`config.mk`:
```
export PLATFORM = sky130hd
export DESIGN_NAME = johnson_code_monitor_flat
export DESIGN_NICKNAME = d
export VERILOG_FILES = /design/src/rtl/johnson_code_monitor_pkg.sv /design/src/rtl/johnson_code_monitor_if.sv /design/src/rtl/johnson_decode.sv /design/src/rtl/johnson_code_monitor.sv /design/src/flat_wrapper.sv
export SDC_FILE = /design/constraint.sdc
export NUM_CORES = 1
export LEC_CHECK = 0
export BUFFER_PORTS_ARGS = -buffer_cell sky130_fd_sc_hd__buf_2
export CAP_MARGIN = 20
export CORE_UTILIZATION = 35
export CTS_CLUSTER_SIZE = 16
export DETAILED_ROUTE_END_ITERATION = 7
export PLACE_DENSITY = 0.56
export SLEW_MARGIN = 20
export SYNTH_ARGS = -nofsm -noshare
export SYNTH_HDL_FRONTEND = slang
export SYNTH_SLANG_ARGS = --single-unit
```
`constraint.sdc`:
```
create_clock -name Clock -period 6.4 [get_ports Clock]
set_input_delay 0.96 -clock Clock [delete_from_list [all_inputs] [get_ports Clock]]
set_output_delay 0.96 -clock Clock [all_outputs]
set_load 0.02 [all_outputs]
```
`src/rtl/johnson_code_monitor_pkg.sv`:
```
// Shared definitions for the Johnson code monitor and its decoder.
//   - johnson_is_legal(word, n): 1 when the low n bits form a Johnson
//     (thermometer) word, either 0..01..1 or 1..10..0.
//   - johnson_to_index(word, n): state index 0..2n-1 of a legal word.
//   - IDX_W: index width for the default word width.
//   - jcm_state_e: monitor FSM states.
package johnson_code_monitor_pkg;

  localparam int N_DEF = 4;
  localparam int IDX_W = $clog2(2 * N_DEF);
  // Functions work on a fixed-width container so any N up to MAX_W fits.
  localparam int MAX_W = 32;
  localparam logic [MAX_W-1:0] ONE_W = 1;

  typedef enum logic {
    HUNT   = 1'b0,
    LOCKED = 1'b1
  } jcm_state_e;

  function automatic logic [MAX_W-1:0] width_mask(input int n);
    if (n >= MAX_W) return '1;
    return (ONE_W << n) - ONE_W;
  endfunction

  // A word of the form 0..01..1 satisfies w & (w+1) == 0; the other
  // half of the sequence (1..10..0) is the same test on the inverse.
  function automatic logic johnson_is_legal(input logic [MAX_W-1:0] word,
                                            input int n);
    logic [MAX_W-1:0] mask;
    logic [MAX_W-1:0] w;
    logic [MAX_W-1:0] inv;
    mask = width_mask(n);
    w    = word & mask;
    inv  = ~word & mask;
    return ((w & (w + ONE_W)) == '0) || ((inv & (inv + ONE_W)) == '0);
  endfunction

  // index = popcount when the MSB is clear, 2n - popcount otherwise.
  function automatic int johnson_to_index(input logic [MAX_W-1:0] word,
                                          input int n);
    logic [MAX_W-1:0] sh;
    int p;
    p = 0;
    for (int i = 0; i < MAX_W; i++) begin
      sh = word >> i;
      if (i < n && sh[0]) p++;
    end
    sh = word >> (n - 1);
    if (sh[0]) return 2 * n - p;
    return p;
  endfunction

endpackage

```
`src/rtl/johnson_code_monitor_if.sv`:
```
// Bus between a Johnson-phase source and the code monitor.
//   master: drives In_Valid, Johnson_In, Clear_Count; observes results.
//   slave : the monitor; drives Index_Out, One_Hot_Out, Code_Valid,
//           Locked, Step_Error, Error_Count.
// Handshake: Johnson_In and Clear_Count are sampled on the rising clock
// edge; Johnson_In only when In_Valid=1 (no back-pressure, the monitor
// accepts every valid sample). Clear_Count is honoured every cycle.
interface johnson_code_monitor_if #(
  parameter int N         = 4,
  parameter int ERR_CNT_W = 8
);
  localparam int IW = $clog2(2 * N);

  logic                 In_Valid;
  logic [N-1:0]         Johnson_In;
  logic                 Clear_Count;
  logic [IW-1:0]        Index_Out;
  logic [2*N-1:0]       One_Hot_Out;
  logic                 Code_Valid;
  logic                 Locked;
  logic                 Step_Error;
  logic [ERR_CNT_W-1:0] Error_Count;

  modport master (
    output In_Valid, Johnson_In, Clear_Count,
    input  Index_Out, One_Hot_Out, Code_Valid, Locked, Step_Error, Error_Count
  );

  modport slave (
    input  In_Valid, Johnson_In, Clear_Count,
    output Index_Out, One_Hot_Out, Code_Valid, Locked, Step_Error, Error_Count
  );
endinterface

```
`src/rtl/johnson_decode.sv`:
```
// Combinational Johnson word decoder.
//   word    : N-bit Johnson-coded input
//   legal   : word is a legal Johnson state
//   index   : decoded state index 0..2N-1 (meaningful only when legal)
//   one_hot : bit index set when legal, all zero otherwise
module johnson_decode
  import johnson_code_monitor_pkg::*;
#(
  parameter  int N  = 4,
  localparam int IW = $clog2(2 * N)
) (
  input  logic [N-1:0]   word,
  output logic           legal,
  output logic [IW-1:0]  index,
  output logic [2*N-1:0] one_hot
);

  logic [MAX_W-1:0] word_ext;
  int               idx_full;

  always_comb begin
    word_ext         = '0;
    word_ext[N-1:0]  = word;
    legal            = johnson_is_legal(word_ext, N);
    idx_full         = johnson_to_index(word_ext, N);
    index            = idx_full[IW-1:0];
    one_hot          = '0;
    for (int i = 0; i < 2 * N; i++) begin
      one_hot[i] = legal && (idx_full == i);
    end
  end

endmodule

```
`src/rtl/johnson_code_monitor.sv`:
```
// Johnson code monitor: samples a Johnson-coded phase bus, decodes it to
// an index and one-hot phase, and checks that the bus advances by exactly
// one state per valid sample.
//   Clock, Reset : rising-edge clock, asynchronous active-high reset
//   bus (slave)  : In_Valid, Johnson_In, Clear_Count in;
//                  Index_Out, One_Hot_Out, Code_Valid, Locked,
//                  Step_Error, Error_Count out (all registered).
// FSM state is visible directly on Locked (HUNT=0, LOCKED=1).
module johnson_code_monitor
  import johnson_code_monitor_pkg::*;
#(
  parameter int N          = 4,
  parameter int LOCK_COUNT = 2,
  parameter int ERR_CNT_W  = 8
) (
  input logic                    Clock,
  input logic                    Reset,
  johnson_code_monitor_if.slave  bus
);

  localparam int             IW       = $clog2(2 * N);
  localparam logic [IW-1:0]  LAST_IDX = IW'(2 * N - 1);
  localparam logic [3:0]     LOCK_RUN = 4'(LOCK_COUNT);

  logic                 dec_legal;
  logic [IW-1:0]        dec_index;
  logic [2*N-1:0]       dec_one_hot;

  jcm_state_e           state_q, state_n;
  logic [3:0]           run_q, run_n;
  logic                 prev_valid_q, prev_valid_n;
  logic [IW-1:0]        index_q, index_n;
  logic [2*N-1:0]       one_hot_q, one_hot_n;
  logic                 code_valid_q, code_valid_n;
  logic                 step_err_q, step_err_n;
  logic [ERR_CNT_W-1:0] err_cnt_q, err_cnt_n;

  logic                 err_inc;
  logic [IW-1:0]        exp_idx;
  logic                 advance;

  johnson_decode #(.N(N)) u_decode (
    .word    (bus.Johnson_In),
    .legal   (dec_legal),
    .index   (dec_index),
    .one_hot (dec_one_hot)
  );

  always_ff @(posedge Clock or posedge Reset) begin
    if (Reset) begin
      state_q      <= HUNT;
      run_q        <= '0;
      prev_valid_q <= 1'b0;
      index_q      <= '0;
      one_hot_q    <= '0;
      code_valid_q <= 1'b0;
      step_err_q   <= 1'b0;
      err_cnt_q    <= '0;
    end else begin
      state_q      <= state_n;
      run_q        <= run_n;
      prev_valid_q <= prev_valid_n;
      index_q      <= index_n;
      one_hot_q    <= one_hot_n;
      code_valid_q <= code_valid_n;
      step_err_q   <= step_err_n;
      err_cnt_q    <= err_cnt_n;
    end
  end

  always_comb begin
    state_n      = state_q;
    run_n        = run_q;
    prev_valid_n = prev_valid_q;
    index_n      = index_q;
    one_hot_n    = one_hot_q;
    code_valid_n = code_valid_q;
    step_err_n   = 1'b0;
    err_inc      = 1'b0;

    // index_q only ever updates on legal samples, so it doubles as the
    // previous legal index; prev_valid_q stops the first sample after
    // reset from counting as an advance from index 0.
    exp_idx = (index_q == LAST_IDX) ? '0 : index_q + IW'(1);
    advance = dec_legal && prev_valid_q && (dec_index == exp_idx);

    if (bus.In_Valid) begin
      code_valid_n = dec_legal;
      one_hot_n    = dec_one_hot;
      if (dec_legal) begin
        index_n      = dec_index;
        prev_valid_n = 1'b1;
      end

      case (state_q)
        HUNT: begin
          if (advance) begin
            if (run_q + 4'd1 == LOCK_RUN) begin
              state_n = LOCKED;
              run_n   = '0;
            end else begin
              run_n = run_q + 4'd1;
            end
          end else begin
            run_n = '0;
          end
        end
        LOCKED: begin
          if (!advance) begin
            step_err_n = 1'b1;
            err_inc    = 1'b1;
            state_n    = HUNT;
            run_n      = '0;
          end
        end
        default: begin
          state_n = HUNT;
          run_n   = '0;
        end
      endcase
    end

    // Clear wins over a same-cycle increment; the counter sticks at all-ones.
    err_cnt_n = err_cnt_q;
    if (bus.Clear_Count) begin
      err_cnt_n = '0;
    end else if (err_inc && (err_cnt_q != '1)) begin
      err_cnt_n = err_cnt_q + ERR_CNT_W'(1);
    end
  end

  assign bus.Index_Out   = index_q;
  assign bus.One_Hot_Out = one_hot_q;
  assign bus.Code_Valid  = code_valid_q;
  assign bus.Locked      = (state_q == LOCKED);
  assign bus.Step_Error  = step_err_q;
  assign bus.Error_Count = err_cnt_q;

endmodule

```
`src/flat_wrapper.sv`:
```
// flat-port wrapper written by rule: the top's interface ports become plain ports
module johnson_code_monitor_flat import johnson_code_monitor_pkg::*;
#(
  parameter int N          = 4,
  parameter int LOCK_COUNT = 2,
  parameter int ERR_CNT_W  = 8
)
  (Clock, Reset, bus_In_Valid, bus_Johnson_In, bus_Clear_Count, bus_Index_Out, bus_One_Hot_Out, bus_Code_Valid, bus_Locked, bus_Step_Error, bus_Error_Count);
  johnson_code_monitor_if #(.N(N), .ERR_CNT_W(ERR_CNT_W)) bus_i ();
  input logic Clock;
  input logic Reset;
  input wire logic [$bits(bus_i.In_Valid)-1:0] bus_In_Valid;
  input wire logic [$bits(bus_i.Johnson_In)-1:0] bus_Johnson_In;
  input wire logic [$bits(bus_i.Clear_Count)-1:0] bus_Clear_Count;
  output wire logic [$bits(bus_i.Index_Out)-1:0] bus_Index_Out;
  output wire logic [$bits(bus_i.One_Hot_Out)-1:0] bus_One_Hot_Out;
  output wire logic [$bits(bus_i.Code_Valid)-1:0] bus_Code_Valid;
  output wire logic [$bits(bus_i.Locked)-1:0] bus_Locked;
  output wire logic [$bits(bus_i.Step_Error)-1:0] bus_Step_Error;
  output wire logic [$bits(bus_i.Error_Count)-1:0] bus_Error_Count;
  assign bus_i.In_Valid = bus_In_Valid;
  assign bus_i.Johnson_In = bus_Johnson_In;
  assign bus_i.Clear_Count = bus_Clear_Count;
  assign bus_Index_Out = bus_i.Index_Out;
  assign bus_One_Hot_Out = bus_i.One_Hot_Out;
  assign bus_Code_Valid = bus_i.Code_Valid;
  assign bus_Locked = bus_i.Locked;
  assign bus_Step_Error = bus_i.Step_Error;
  assign bus_Error_Count = bus_i.Error_Count;
  johnson_code_monitor #(.N(N), .LOCK_COUNT(LOCK_COUNT), .ERR_CNT_W(ERR_CNT_W)) u_core (.Clock(Clock), .Reset(Reset), .bus(bus_i));
endmodule
```
==> flow_summary.yaml <==
outcome:
  status: "complete, no violations"
clocking:
  ctsLongestPathBuffers: 2
  h-tree-depth: 1
  clk_transition_reported_paths_ns: 0.10
  cts-buffers-inserted: 3
  ctsHoldBuffers: 0
  clock_insertion_delay_worst_skew_ns: 0.28
  cts_resized: 0
  cts_sinks: 27
  post-cts-setup-buffers: 0
  cts_tree: "done"
  clock_tree.root_cell: "sky130_fd_sc_hd__clkbuf_8"
global_routing:
  grt_start_max_net_pins: 28
  grt_remaining_overflow: 0
  grt_antenna_before_repair: 0
  grt_pass1_vias: 1289
  global_route.usage.total_pct: 15.19
  global_route_wire_length_before_repair_um: 6223
layout:
  nNetsFinal: 227
  insertedDiodeCount: 0
  final_layout_size_suffix_gt1_share_pct: 20.77
  areaGrowthSynthToFinish_pct: 13.86
floorplan:
  die_w_um: 72.75
  die_area_um2: 5292
  core_area_um2: 4755
  ioPinCount: 30
  floorplan.initialDensity_pct: 36.84
  dieHeight_um: 72.75
  floorplan.rows: 25
power_and_ir_drop:
  total_power_uw: 416.8
  vdd_ir_drop_max_v: 0.00009288
  p_leak_uw: 0.0009433
  power_density_nw_per_um2: 209.0
timing:
  slew_headroom_pct: 39.13
  finalSetupViolations: 0
  finalMaxSlewViolations: 0
  whs_ns: 0.4797
  setup_repair_after_global_routing_missed_its_margin: "false"
  period_minus_slack_ns: 4.350
  clock_skew_ns: 0.01036
  finalHoldViolations: 0
  fmax_mhz: 229.9
  post-route-period-util_pct: 67.97
  fin_tns_setup_ns: 0
  max_slew.worst_pin.slew_ns: 0.9111
synthesis:
  synth-seq-cells: 27
  synthCells: 180
  mappedNetlistNets: 199
  synth.yosys.warnings: 0
  async_flop_share_pct: 100.0
  netlist-cell-type-count: 51
  synth_edf_count: 0
  synthFlopType: "sky130_fd_sc_hd__dfrtp_1"
  post_synth_design_cell_area_um2: 1752
  syn_avg_cell_area_um2: 9.732
  synth.yosys.seq_area_share_pct: 38.57
critical_path:
  startpoint_type: "primary input"
  timing_worst_setup_path_type: "in2reg"
  worst-path-max-fanout: 12
  critPathCaptureType: "register"
  worst_ep_arrival_time_ns: 4.52
  required_ns: 6.57
drt:
  finalWirelength_um: 3647
  vias_per_cell: 5.106
  drt_pass1_iterations: 4
  drtIter0Drc: 62
  routed-via-count: 1399
  post-route-drc-count: 0
  detail-route-antenna-nets: 0
  route.detailed.wl_per_inst_um: 13.31
job:
  max_cap_violations: 0
place:
  placer_s_final_routability_congestion_estimate: 0.7287
  dp.final_hpwl_um: 2650
  number_of_buffers_inserted_by_port_buffering: 29
worst_hold_path:
  hold_path_class: "reg2reg"
==> stage by stage <==
| step | utilization, % | worst slack (ns) | cells | instance area [um^2] |
|---|---|---|---|---|
| CTS | 41.95 | 2.027 | 274 | 1994 |
| floorplan | - | 2.516 | 180 | 1752 |
| detailed placement | 40.97 | 1.726 | 270 | 1948 |
| finish | 41.95 | 2.050 | 274 | 1994 |
| global placement | 40.97 | 1.824 | 270 | 1948 |
| global route | 41.95 | 1.739 | 274 | 1994 |
==> placed cells by master, fill, tap and decap left out, types with 6 or more instances in the layout <==
| cell type | n |
|---|---|
| sky130_fd_sc_hd__o21ai_0 | 9 |
| sky130_fd_sc_hd__o2bb2ai_1 | 9 |
| sky130_fd_sc_hd__ha_1 | 11 |
| sky130_fd_sc_hd__nor2b_1 | 6 |
| sky130_fd_sc_hd__o31ai_1 | 8 |
| sky130_fd_sc_hd__nand2b_1 | 6 |
| sky130_fd_sc_hd__dfrtp_1 | 27 |
| sky130_fd_sc_hd__nor2_1 | 12 |
| sky130_fd_sc_hd__inv_1 | 7 |
| sky130_fd_sc_hd__nand3_1 | 6 |
| sky130_fd_sc_hd__nand2_1 | 14 |
| sky130_fd_sc_hd__a21oi_1 | 7 |
| sky130_fd_sc_hd__buf_2 | 29 |
==> logic make-up after synthesis <==
family	Yosys count	synth area share [%]
and+or+nand+nor	69	22.71
muxes	7	4.357
xor gates and xnor gates	6	4.643
adders and majority gates	11	7.857
buffers and inverters	15	3.786
AOI/OAI and AO/OA	44	17.86
DFF	27	38.57
other	1	0.2141
==> cell usage after synthesis (2+ instances only) <==
cell,n,area share [%]
sky130_fd_sc_hd__a21oi_1,7,2.0
sky130_fd_sc_hd__and3_1,2,0.71
sky130_fd_sc_hd__buf_2,2,0.57
sky130_fd_sc_hd__clkbuf_1,3,0.64
sky130_fd_sc_hd__dfrtp_1,27,39
sky130_fd_sc_hd__ha_1,11,7.9
sky130_fd_sc_hd__inv_1,8,1.7
sky130_fd_sc_hd__mux2_1,4,2.6
sky130_fd_sc_hd__mux2i_1,2,1.1
sky130_fd_sc_hd__nand2_1,14,3.0
sky130_fd_sc_hd__nand2b_1,6,2.1
sky130_fd_sc_hd__nand3_1,6,1.7
sky130_fd_sc_hd__nor2_1,12,2.6
sky130_fd_sc_hd__nor2b_1,6,2.1
sky130_fd_sc_hd__nor3_1,5,1.4
sky130_fd_sc_hd__nor3b_1,2,0.86
sky130_fd_sc_hd__o21ai_0,9,2.6
sky130_fd_sc_hd__o2bb2ai_1,9,4.5
sky130_fd_sc_hd__o31ai_1,8,3.4
sky130_fd_sc_hd__or3_1,2,0.71
sky130_fd_sc_hd__or4_1,2,0.86
sky130_fd_sc_hd__or4bb_1,2,1.3
sky130_fd_sc_hd__xnor2_2,2,1.9
sky130_fd_sc_hd__xor2_1,2,1.0
==> critical path, cell delays in order <==
cell                       delay, ns
sky130_fd_sc_hd__buf_2          0.12
sky130_fd_sc_hd__inv_1          0.06
sky130_fd_sc_hd__ha_1           0.41
sky130_fd_sc_hd__xnor2_2        0.30
sky130_fd_sc_hd__inv_2          0.11
sky130_fd_sc_hd__ha_1           0.36
sky130_fd_sc_hd__or4bb_1        0.13
sky130_fd_sc_hd__o31ai_1        0.06
sky130_fd_sc_hd__o31a_1         0.33
sky130_fd_sc_hd__or3_1          0.37
sky130_fd_sc_hd__a21boi_1       0.74
sky130_fd_sc_hd__nor2_1         0.19
sky130_fd_sc_hd__mux2_1         0.35
==> registers in the layout (all words and copies together), names as in the netlist <==
signal	count
u_core.bus.Code_Valid	1
u_core.bus.Error_Count	8
u_core.bus.Index_Out	3
u_core.bus.Locked	1
u_core.bus.One_Hot_Out	8
u_core.bus.Step_Error	1
u_core.prev_valid_q	1
u_core.run_q	4
==> final cells by class <==
cell class              count  area [um^2]
fillers                   484         2760
multi-input cells         138         1010
flip-flops and latches     27        675.6
repair buffers             29        145.1
well taps                  67        83.83
clock buffers               3        41.29
inverters                   9        33.78
clock inverters             1        5.005
==> layer usage <==
metal | routed length (um) | global-route usage, %
met3 | 110 | 2.486
met2 | 1563 | 22.33
met5 | 0 | 0
met4 | 46 | 5.229
met1 | 1926 | 22.48
==> report_power, final <==
| part | leakage, uW | internal [uW] | switching [uW] |
|---|---|---|---|
| Clock | 0.0000255 | 43.8 | 57.0 |
| Combinational | 0.000553 | 50.3 | 72.8 |
| Sequential | 0.000365 | 181 | 11.4 |
| Total | 0.000943 | 276 | 141 |
==> path summary, 6_finish.rpt <==
kind | depth (start not counted) | to | slack (ns) | from
worst max-delay path | 13 | u_core.bus.Error_Count[0] | 2.05 | bus_Johnson_In[0]
worst min-delay path | 1 | u_core.prev_valid_q | 0.48 | u_core.prev_valid_q
worst max register to register | 6 | u_core.bus.Error_Count[0] | 3.65 | u_core.bus.Index_Out[0]
worst min register to register | 1 | u_core.prev_valid_q | 0.48 | u_core.prev_valid_q
max in group asynchronous | 2 | u_core.bus.Error_Count[6] | 5.30 | Reset
min in group asynchronous | 2 | u_core.prev_valid_q | 0.72 | Reset
Power figures use the tool's default switching activity.
